<file path="config.mk">
export PLATFORM = sky130hd
export DESIGN_NAME = tdm_demux_2ch
export DESIGN_NICKNAME = d
export VERILOG_FILES = /design/src/rtl/tdm_demux_2ch.sv
export SDC_FILE = /design/constraint.sdc
export NUM_CORES = 1
export LEC_CHECK = 0
export ABC_AREA = 0
export BUFFER_PORTS_ARGS = -buffer_cell sky130_fd_sc_hd__buf_2
export CAP_MARGIN = 5
export CORE_AREA = 2 2 39 41
export CTS_CLUSTER_DIAMETER = 120
export DETAILED_ROUTE_END_ITERATION = 16
export DIE_AREA = 0 0 41 43
export HOLD_SLACK_MARGIN = 0.03
export PLACE_DENSITY_LB_ADDON = 0.3
export SKIP_CTS_REPAIR_TIMING = 1
export SLEW_MARGIN = 10
export SYNTH_ARGS = -nofsm -noshare
export SYNTH_HDL_FRONTEND = slang
export SYNTH_SLANG_ARGS = --single-unit
</file>
<file path="constraint.sdc">
create_clock -name CLK -period 1.6 [get_ports CLK]
set_clock_uncertainty 0.2 [all_clocks]
set_input_delay 0.16 -clock CLK [delete_from_list [all_inputs] [get_ports CLK]]
set_output_delay 0.16 -clock CLK [all_outputs]
set_load 0.005 [all_outputs]
</file>
<file path="src/rtl/tdm_demux_2ch.sv">
// tdm_demux_2ch: two-slot TDM demultiplexer with frame-sync tracking and per-channel strobes
module tdm_demux_2ch #(
  parameter int WIDTH = 4
) (
  input  logic             CLK,
  input  logic             RST,
  input  logic [WIDTH-1:0] DIN,
  input  logic             VALID,
  input  logic             SYNC,
  output logic [WIDTH-1:0] OUT0,
  output logic [WIDTH-1:0] OUT1,
  output logic             STB0,
  output logic             STB1,
  output logic             LOCKED,
  output logic             ERR
);
  typedef enum logic [1:0] {HUNT, SLOT0, SLOT1} state_t;
  state_t state, state_n;
  logic wr0, wr1, err_n;
  // A SYNC word always lands in channel 0; a plain word only lands in channel 1 when slot 1 is expected
  always_comb begin
    wr0     = VALID & SYNC;
    wr1     = VALID & ~SYNC & (state == SLOT1);
    err_n   = VALID & (SYNC ? (state == SLOT1) : (state != SLOT1));
    state_n = !VALID ? state : SYNC ? SLOT1 : (state == SLOT1) ? SLOT0 : HUNT;
  end
  // State, channel registers and one-cycle pulses
  always_ff @(posedge CLK or posedge RST) begin
    if (RST) begin
      state <= HUNT;
      OUT0  <= '0;
      OUT1  <= '0;
      STB0  <= 1'b0;
      STB1  <= 1'b0;
      ERR   <= 1'b0;
    end else begin
      state <= state_n;
      if (wr0) OUT0 <= DIN;
      if (wr1) OUT1 <= DIN;
      STB0  <= wr0;
      STB1  <= wr1;
      ERR   <= err_n;
    end
  end
  assign LOCKED = (state != HUNT);
endmodule

</file>
==> run summary <==
status: complete, no violations
Filler Cell Count: 130
register-to-register setup slack: 0.1 ns
Finish-stage setup viols: 0
Final Wtd Congestion: 0.635
Max-Slew Margin vs Limit: 0.675
post-DR vias/cell: 4.52
number of synthesis warnings: 0
Leakage: 0.380 nW
end-of-flow core utilization: 0.515
NumNets Final: 73
Max Fanout on Critical Path: 5
initial core utilization: 0.370
CP bufs+invs: 1
TritonCTS clock tree: done
Area contributors post-synth: sky130_fd_sc_hd__dfrtp_1, sky130_fd_sc_hd__mux2_4, sky130_fd_sc_hd__mux2_2
count of cells along the worst register-to-register path: 3
synthesized area per cell: 15.1 µm²
Antenna Nets Post-Route: 0
Hold WS: 0.0384 ns
overall power consumption: 0.781 mW
part of the power in the clock network: 0.257
Sequential cell area: 325 µm²
number of input and output port buffers inserted: 19
vias post-DR: 357
maximum operating frequency: 0.665 GHz
WP data required: 1.56 ns
Total Die Area: 1760 µm²
worst skew pair latency: 0.27 ns
CTS Root Buffer Type: sky130_fd_sc_hd__clkbuf_4
HPWL after detailed placement: 649 µm
synthesis-stage register bit count: 13
maximum clock path buffer count: 2
aggregate global routing overflow: 0
worst hold start: SYNC
Die X: 41 µm
CP endpoint kind: register
antenna cells: 0
peak per-stage delay on the critical path: 0.40 ns
CP top delay family: flip-flops
All-Layer GR Usage: 0.109
post-synthesis sequential area ratio: 0.636
distinct cell type count after synthesis: 12
Slew Limit Fails: 0
height of the die: 43 µm
Fin Setup TNS: 0 ns
Yosys top cell area share: 0.636
arrival time at the worst endpoint: 1.46 ns
wire length of the first global-routing pass: 1250 µm
worst hold path class: input port to register
Core ar.: 1380 µm²
Post-Syn Instances: 34
via count of the first global-routing pass: 292
number of antenna violations at the first check in global routing: 0
Period minus WS final: 1.50 ns
clock sinks: 13
clock input transition at the sequential cells of the worst setup and hold paths: 0.08 ns
terminating pin of the worst hold path: STB1
post-route cell area: 713 µm²
critical path class: register to register
top cell type by total area after synthesis: sky130_fd_sc_hd__dfrtp_1
Post-Synthesis Net Count: 43
area taken by multi-input logic gates: 164 µm²
total power density per cell area: 1100 nW/µm²
First DRT Iteration DRCs: 3
routed length per placed instance: 11.2 µm
signed area change from the synthesized netlist to the final layout: 39.4%
pin count of the biggest net entering global routing: 14
sequential share of power: 0.523
CP cell instances: nor4bb_1 -> buf_4 -> mux2_4
layout cells sized above 1: 0.524
fraction of power spent switching nets: 0.244
count of cells along the worst hold path: 3
start of the worst register-to-register path: state[0]
Comb pwr share: 0.219
post-synth design cell area: 512 µm²
slew of the pin with the lowest slew margin: 0.487 ns
total CTS buffers: 3
internal power contribution: 0.591 mW
sum of routed wire length over all layers: 887 µm
Psw: 0.191 mW
Slowest-stage cell, CP: sky130_fd_sc_hd__dfrtp_1
Reg2Reg Capture Point: OUT1[1]
Max-cap violations: 0
highest ir drop seen on vdd: 0.464 mV
fraction of the cycle the final worst path needs: 0.939
Area after DPL: 627 µm²
number of rows created at floorplan: 14
final hold violations: 0
number of H-tree levels: 1
post-route DRC violation count: 0
num ports: 20
RSZ-0062 raised after global routing: no
critical path startpoint category: register
First-pass DRT Iterations: 2
## kinds of logic after synthesis
family                     count (synthesis)  share of synthesized area
DFF                                       13                      0.636
muxes                                      9                      0.227
buffers and inverters                      5                     0.0440
and+or+nand+nor                            5                     0.0587
AOI/OAI and AO/OA                          1                    0.00977
adders and majority gates                  1                     0.0244
## tightest hold or removal path, stage by stage
cell and delay (ns):
sky130_fd_sc_hd__buf_2 0.10, sky130_fd_sc_hd__nor4bb_1 0.05, sky130_fd_sc_hd__buf_4 0.15
## through the flow
stage	worst slack, ns	cells
global route	0.0572	79
detailed placement	0.109	69
floorplan	0.174	34
finish	0.0970	79
global placement	0.139	69
CTS	0.0942	73
## power by group through the flow
stage / registers [mW] / logic, mW / clock network (mW)
6_report: 0.409 / 0.171 / 0.201
5_1_grt: 0.415 / 0.190 / 0.218
4_1_cts: 0.409 / 0.163 / 0.206
3_5_place_dp: 0.416 / 0.162 / 0
3_3_place_gp: 0.415 / 0.161 / 0
2_1_floorplan: 0.419 / 0.0833 / 0
## cell type report
class / count / area share
repair buffers: 26 / 0.228
flip-flops and latches: 13 / 0.456
inverters: 4 / 0.0211
multi-input cells: 16 / 0.230
clock buffers: 4 / 0.0368
well taps: 16 / 0.0281
## per-layer routing
layer	share of wire	GRT usage	vias to the layer above
met1	0.46	0.149	174
met2	0.47	0.141	11
met5	0	0	-
met4	0	0.0800	0
met3	0.065	0.0314	0
li1	-	-	172
## flip-flops by register name (all words and copies together), names as in the netlist
signal / cells
OUT1: 4
ERR: 1
STB0: 1
STB1: 1
OUT0: 4
state: 2
## Yosys cell counts (all sizes together)
cell type / count
nor2: 1
nor4bb: 1
nand2: 1
o21ai: 1
or2: 1
dfrtp: 13
and2: 1
buf: 1
mux2: 9
ha: 1
inv: 4
## worst max-delay path by stage
stage,from,end,slack [ns],cells past startpoint
final,state[0],OUT1[1],0.1,3
after global routing,state[0],OUT1[3],0.06,3
after CTS,state[0],OUT1[1],0.09,3
after detailed placement,state[0],OUT1[1],0.11,3
after global placement,state[0],OUT1[1],0.14,3
after floorplan,state[0],OUT1[0],0.17,3
## cells in the final DEF, fill, tap and decap left out, drive strengths merged
cell          n
and2          1
buf          20
clkbuf        4
dfrtp        13
dlygate4sd3   6
ha            1
inv           4
mux2          9
nand2         1
nor2          1
nor4bb        1
o21ai         1
or2           1
No activity file was read; power rests on OpenSTA's default activity.
